$ cat src/rtl/id_ex_pipe_reg.sv
// Decode->execute pipeline register with valid/ready handshake, flush, and writeback forwarding.
// Define ID_EX_SKID_EN for a 2-entry (main + skid) stage with a registered in_ready_o.
module id_ex_pipe_reg #(
    parameter int WIDTH  = 64,
    parameter int CTRL_W = 32
) (
    input  logic              clk,
    input  logic              rst_n,
    input  logic              flush_i,
    input  logic              in_valid_i,
    output logic              in_ready_o,
    input  logic [63:0]       in_pc_i,
    input  logic [31:0]       in_inst_i,
    input  logic [4:0]        in_rs1_addr_i,
    input  logic [4:0]        in_rs2_addr_i,
    input  logic [WIDTH-1:0]  in_rs1_data_i,
    input  logic [WIDTH-1:0]  in_rs2_data_i,
    input  logic [4:0]        in_rd_addr_i,
    input  logic              in_rd_wen_i,
    input  logic [CTRL_W-1:0] in_ctrl_i,
    input  logic              wb_wen_i,
    input  logic [4:0]        wb_addr_i,
    input  logic [WIDTH-1:0]  wb_data_i,
    output logic              out_valid_o,
    input  logic              out_ready_i,
    output logic [63:0]       out_pc_o,
    output logic [31:0]       out_inst_o,
    output logic [4:0]        out_rs1_addr_o,
    output logic [4:0]        out_rs2_addr_o,
    output logic [WIDTH-1:0]  out_rs1_data_o,
    output logic [WIDTH-1:0]  out_rs2_data_o,
    output logic [4:0]        out_rd_addr_o,
    output logic              out_rd_wen_o,
    output logic [CTRL_W-1:0] out_ctrl_o
);

    typedef struct packed {
        logic [63:0]       pc;
        logic [31:0]       inst;
        logic [4:0]        rs1_addr;
        logic [4:0]        rs2_addr;
        logic [WIDTH-1:0]  rs1_data;
        logic [WIDTH-1:0]  rs2_data;
        logic [4:0]        rd_addr;
        logic              rd_wen;
        logic [CTRL_W-1:0] ctrl;
    } entry_t;

    // Refresh a held entry's operands from the writeback port; x0 is never forwarded.
    function automatic entry_t fwd(input entry_t e, input logic wen,
                                   input logic [4:0] addr, input logic [WIDTH-1:0] data);
        entry_t r;
        r = e;
        if (wen && (addr != 5'd0)) begin
            if (e.rs1_addr == addr) r.rs1_data = data;
            if (e.rs2_addr == addr) r.rs2_data = data;
        end
        return r;
    endfunction

    entry_t in_entry;
    entry_t main_q, main_d;
    logic   main_vld_q, main_vld_d;
    logic   in_fire, out_fire;

    always_comb begin
        in_entry          = '0;
        in_entry.pc       = in_pc_i;
        in_entry.inst     = in_inst_i;
        in_entry.rs1_addr = in_rs1_addr_i;
        in_entry.rs2_addr = in_rs2_addr_i;
        in_entry.rs1_data = in_rs1_data_i;
        in_entry.rs2_data = in_rs2_data_i;
        in_entry.rd_addr  = in_rd_addr_i;
        in_entry.rd_wen   = in_rd_wen_i;
        in_entry.ctrl     = in_ctrl_i;
    end

    assign in_fire  = in_valid_i & in_ready_o;
    assign out_fire = main_vld_q & out_ready_i;

`ifdef ID_EX_SKID_EN
    entry_t skid_q, skid_d;
    logic   skid_vld_q, skid_vld_d;

    // Ready depends only on a flop, breaking the out_ready_i -> in_ready_o path.
    assign in_ready_o = ~skid_vld_q;

    always_comb begin
        main_vld_d = main_vld_q;
        skid_vld_d = skid_vld_q;
        main_d     = main_vld_q ? fwd(main_q, wb_wen_i, wb_addr_i, wb_data_i) : main_q;
        skid_d     = skid_vld_q ? fwd(skid_q, wb_wen_i, wb_addr_i, wb_data_i) : skid_q;
        if (flush_i) begin
            main_vld_d = 1'b0;
            skid_vld_d = 1'b0;
        end else if (!main_vld_q) begin
            if (in_fire) begin
                main_vld_d = 1'b1;
                main_d     = in_entry;
            end
        end else if (out_fire) begin
            if (skid_vld_q) begin
                main_d     = fwd(skid_q, wb_wen_i, wb_addr_i, wb_data_i);
                skid_vld_d = 1'b0;
            end else if (in_fire) begin
                main_d     = in_entry;
            end else begin
                main_vld_d = 1'b0;
            end
        end else if (in_fire) begin
            skid_d     = in_entry;
            skid_vld_d = 1'b1;
        end
    end

    always_ff @(posedge clk) begin
        if (!rst_n) begin
            main_vld_q <= 1'b0;
            skid_vld_q <= 1'b0;
            main_q     <= '0;
            skid_q     <= '0;
        end else begin
            main_vld_q <= main_vld_d;
            skid_vld_q <= skid_vld_d;
            main_q     <= main_d;
            skid_q     <= skid_d;
        end
    end
`else
    assign in_ready_o = ~main_vld_q | out_ready_i;

    always_comb begin
        main_vld_d = main_vld_q;
        main_d     = main_vld_q ? fwd(main_q, wb_wen_i, wb_addr_i, wb_data_i) : main_q;
        if (flush_i) begin
            main_vld_d = 1'b0;
        end else if (in_fire) begin
            main_vld_d = 1'b1;
            main_d     = in_entry;
        end else if (out_fire) begin
            main_vld_d = 1'b0;
        end
    end

    always_ff @(posedge clk) begin
        if (!rst_n) begin
            main_vld_q <= 1'b0;
            main_q     <= '0;
        end else begin
            main_vld_q <= main_vld_d;
            main_q     <= main_d;
        end
    end
`endif

    assign out_valid_o    = main_vld_q;
    assign out_pc_o       = main_q.pc;
    assign out_inst_o     = main_q.inst;
    assign out_rs1_addr_o = main_q.rs1_addr;
    assign out_rs2_addr_o = main_q.rs2_addr;
    assign out_rs1_data_o = main_q.rs1_data;
    assign out_rs2_data_o = main_q.rs2_data;
    assign out_rd_addr_o  = main_q.rd_addr;
    assign out_rd_wen_o   = main_q.rd_wen;
    assign out_ctrl_o     = main_q.ctrl;

endmodule
$ cat config.mk
export PLATFORM = sky130hd
export DESIGN_NAME = id_ex_pipe_reg
export DESIGN_NICKNAME = d
export VERILOG_FILES = /design/src/rtl/id_ex_pipe_reg.sv
export SDC_FILE = /design/constraint.sdc
export NUM_CORES = 1
export LEC_CHECK = 0
export CORE_AREA = 2 2 241 243
export CTS_BUF_LIST = sky130_fd_sc_hd__clkbuf_8 sky130_fd_sc_hd__clkbuf_16
export CTS_CLUSTER_DIAMETER = 150
export CTS_CLUSTER_SIZE = 40
export DETAILED_ROUTE_END_ITERATION = 7
export DIE_AREA = 0 0 243 245
export HOLD_SLACK_MARGIN = 0.12
export PLACE_DENSITY = 0.57
export SLEW_MARGIN = 25
export SYNTH_ARGS = -nofsm -noshare
export SYNTH_HDL_FRONTEND = slang
export SYNTH_SLANG_ARGS = --single-unit
$ cat constraint.sdc
create_clock -name clk -period 5.8 [get_ports clk]
set_clock_uncertainty 0.05 [all_clocks]
set_input_delay 1.16 -clock clk [delete_from_list [all_inputs] [get_ports clk]]
set_output_delay 1.16 -clock clk [all_outputs]
set_load 0.005 [all_outputs]
# ---- After elaboration in Yosys (flattened, before gate mapping)
# Cells that the tools add are included.
dict set report op_classes {
  n_mul 0
  reduce_logical 4
  eq_ne 2
  n_mux 8
  bitwise 5
  n_shift 0
  n_lt_le_gt_ge 0
  div_mod_pow 0
  n_addsub 0
}
# op n
set op_table {}
lappend op_table {{2-to-1 mux 272 bit} 2}
lappend op_table {{2-to-1 mux 166 bit} 1}
lappend op_table {{2-to-1 mux 128 bit} 1}
lappend op_table {{2-to-1 mux 64 bit} 2}
lappend op_table {{equality test 5 bit} 2}
lappend op_table {{nonzero test 5 bit} 1}
lappend op_table {{bitwise AND 1 bit} 2}
lappend op_table {{2-to-1 mux 1 bit} 2}
lappend op_table {{inverter 1 bit} 2}
lappend op_table {{nonzero test 2 bit} 1}
lappend op_table {{OR reduction 2 bit} 1}
lappend op_table {{logical AND 1 bit} 1}
lappend op_table {{OR 1 bit} 1}
dict set report totals {
  ramBits 0
  wordCells 29
  register_bits 273
  romBits 0
  inputBits 347
  mem_count 0
  latch_bits 0
}

# ---- Longest topological paths before layout
dict set report depth {
  depth_word 6
  mapped_depth 7
  ltp_nobuf 5
}

# ---- Least setup slack after synthesis
# OpenSTA, ideal clock, no wires.
dict set report synth_path {
  kind {input -> output}
  from {input out_ready_i}
  to {output in_ready_o}
  path_stages 2
  slack_ns 3.163
  required_ns 4.590
  t_arrival_ns 1.427
  cell_sequence {nor2b_1 inv_1}
}
dict set report synth_between {
  elab_chain_len 1
}
# item line_no
set synth_lines {}
lappend synth_lines {{start, declared} 25} ;# input logic out_ready_i,
lappend synth_lines {{OR 1 bit} 131} ;# assign in_ready_o = ~main_vld_q | out_ready_i;
lappend synth_lines {{end, declared} 11} ;# output logic in_ready_o,
# Every way passes these cells.

# ---- Final worst setup path
# Same ends and word-level chain as after synthesis.

==> impl_metrics.toml <==
[sta]
max_slew_margin = 0.253
fmax_mhz = 262
period_share = 0.659
rsz0062_at_grt = "false"
max_slew.worst_pin.slew_ps = 1120
finalSetupTns_ps = 0
finalHoldViolations = 0
setup_violations = 0
slew_violations = 0
period_minus_slack_ps = 3820
setup_slack_ps = 1980

[global_routing]
grt-busiest-layer = "met2"
first_global_vias = 12800
grt_overflow = 0
use_met3 = 0.0316
grt_pass1_wl_um = 84000
grtUsageTotal = 0.180
grt_max_degree = 152
antenna_found_initial = 1
met1_usage = 0.232
gr-usage-met2 = 0.309

[clocking]
cts_sinks = 273
clk_pin_slew_worst_paths_ps = 90
ctsResizeCount = 0
cts_max_path_buffers = 3
htree_num_levels = 1
root_buffer = "clkbuf_16"
cts-buffers-inserted = 11
hold_buffers = 0
insertion_delay_ps = 520
cts_tree = "yes"
cts_setup_buffers = 0

[floorplan]
io_pins = 621
start_util = 0.209
fp.dieH_um = 245
core_area_um2 = 57000
rows = 88
dieArea_um2 = 59500
die_w_um = 243

[critical_path]
cp_cell_sequence = "clkdlybuf4s50_1, nor2b_1, inv_1, clkdlybuf4s50_1"
worstSetupStartpointType = "primary input"
endpoint_kind = "output pin"
worst_ep_required_time_ps = 4590
crit_family = "buffers and inverters"
path_class = "in -> out"
crit_top_cell = "clkdlybuf4s50_1"
worst-path-buf-inv = 3
arrival_ps = 2610
path_max_fanout = 3
critPathMaxStageDelay_ps = 510
slowest_stage = "clkdlybuf4s50_1"

[logic_synthesis]
synth_area_leaders = "dfxtp_1 46%, a21boi_0 9.1%, nand2_1 9.1%, o31ai_1 8.1%, a41oi_1 6.4%"
yosys_warnings = 0
synth_ff_type = "dfxtp_1"
yosysMostFrequentCell = "nand2_1"
yosysUniqueCellTypes = 28
syn_inst = 1413
synth_xor_area_frac = 0.00735
synth_area_um2 = 11900
ys_seq_elements = 273
seq_area_frac_synth = 0.459
ys_top_cells_by_count = "288 x nand2_1, 273 x dfxtp_1, 144 x a21boi_0"
syn-num-nets = 1760
synthAdderAreaFrac = 0
synth_top_family_by_area = "compound AO/OA/AOI/OAI gates"
syn_avg_cell_area_um2 = 8.44
synth-async-reset-ratio = 0
synth_edf_count = 0
yosys.area.top_type = "dfxtp_1"
muxShareOfSynthArea = 0
synth.top_cell.area_share = 0.459
synth_compound_area_frac = 0.349
synth-simple-area-share = 0.120

[worst_hold_path]
hold_class = "reg -> reg"

[cells_and_area]
fin_area_um2 = 19000
area_delta_synth_final_pct = 59.3
nets = 2247
drive_gt1_frac = 0.0253

[placement]
place_area_um2 = 18700
dpl_worst_slack_ps = 1840
hpwlAfterDp_um = 39400
place_congestion = 0.867
io_buffer_count = 620

[detailed_routing]
drtPass1Iterations = 7
drc = 0
routed_wl_um = 57500
drtIter0Drc = 839
ant_nets = 0
viasPerCell = 4.94
vias = 13200
drt-wirelength-per-cell_um = 21.6

[flow_run]
max-cap-violations = 0

[pwr]
p_leak_nw = 6.04
max-vdd-ir-drop_mv = 0.183
p_per_area_nw_per_um2 = 213

[outcome]
outcome = "complete, no violations"
sequential cells by signal, indices dropped and copies added, names as in the netlist:
signal / count
out_pc_o: 64
out_rs2_data_o: 64
out_valid_o: 1
out_rd_addr_o: 5
out_rd_wen_o: 1
out_ctrl_o: 32
out_rs1_addr_o: 5
out_rs2_addr_o: 5
out_rs1_data_o: 64
out_inst_o: 32
final timing paths:
| path | slack (ps) | cells past startpoint | endpoint | from |
|---|---|---|---|---|
| worst max-delay path | 1980 | 4 | in_ready_o | out_ready_i |
| worst min-delay path | 420 | 2 | out_rs2_data_o[45]$_SDFF_PN0_ | out_rs2_data_o[45]$_SDFF_PN0_ |
| worst max register to register | 3030 | 7 | out_pc_o[44]$_SDFFE_PN0P_ | out_valid_o$_SDFFE_PP0P_ |
| worst min register to register | 420 | 2 | out_rs2_data_o[45]$_SDFF_PN0_ | out_rs2_data_o[45]$_SDFF_PN0_ |
cell families after synthesis:
family                    Yosys count
AOI/OAI and AO/OA                 617
DFF                               273
buffers and inverters             170
and+or+nand+nor                   343
xor gates and xnor gates           10
worst reg2reg max path, stage by stage (launching register included):
cell and delay (ps):
dfxtp_1 510, nor2b_1 480, inv_1 120, nand3b_1 390, buf_12 420, buf_4 460
nand2_1 80, a21boi_0 180
power by group:
part | leakage, nW | internal [mW] | total (mW) | switching [mW]
logic | 3.64 | 0.502 | 0.961 | 0.459
registers | 2.24 | 1.98 | 2.05 | 0.0620
clock network | 0.154 | 0.366 | 1.03 | 0.663
layout make-up:
| cell class | count | area, um2 |
|---|---|---|
| Sequential cell | 273 | 5470 |
| Clock inverter | 2 | 46.3 |
| Fill cell | 5989 | 38100 |
| Clock buffer | 11 | 275 |
| Tap cell | 765 | 957 |
| Multi-Input combinational cell | 970 | 5740 |
| Antenna cell | 1 | 2.50 |
| Inverter | 1 | 3.75 |
| Timing Repair Buffer | 643 | 6490 |
through the flow:
step	utilization	instances	hold WS, ps	total power, mW
2_1_floorplan	-	1413	408	2.41
3_3_place_gp	0.327	2652	401	3.04
3_5_place_dp	0.327	2652	407	3.05
4_1_cts	0.333	2665	426	4.10
5_1_grt	0.333	2665	439	4.21
6_report	0.333	2666	420	4.03
layer usage:
layer	wire length, um	part of all wire
met5	13	0.00023
met4	1240	0.022
met3	3860	0.067
met2	28100	0.49
met1	24200	0.42
layout by cell type (no fill, tap or decap), types with 2 or more instances in the layout:
cell type	instances
buf_4	14
nor2_4	2
a21oi_1	87
a21boi_0	144
o21ai_0	128
xnor2_1	6
xor2_1	4
o31ai_1	128
nand4_1	41
clkdlybuf4s50_1	619
and3_2	2
buf_12	9
nand2_1	288
nand3_4	2
dfxtp_1	273
a31oi_1	41
clkbuf_16	11
a41oi_1	87
No activity file was read; power rests on OpenSTA's default activity.
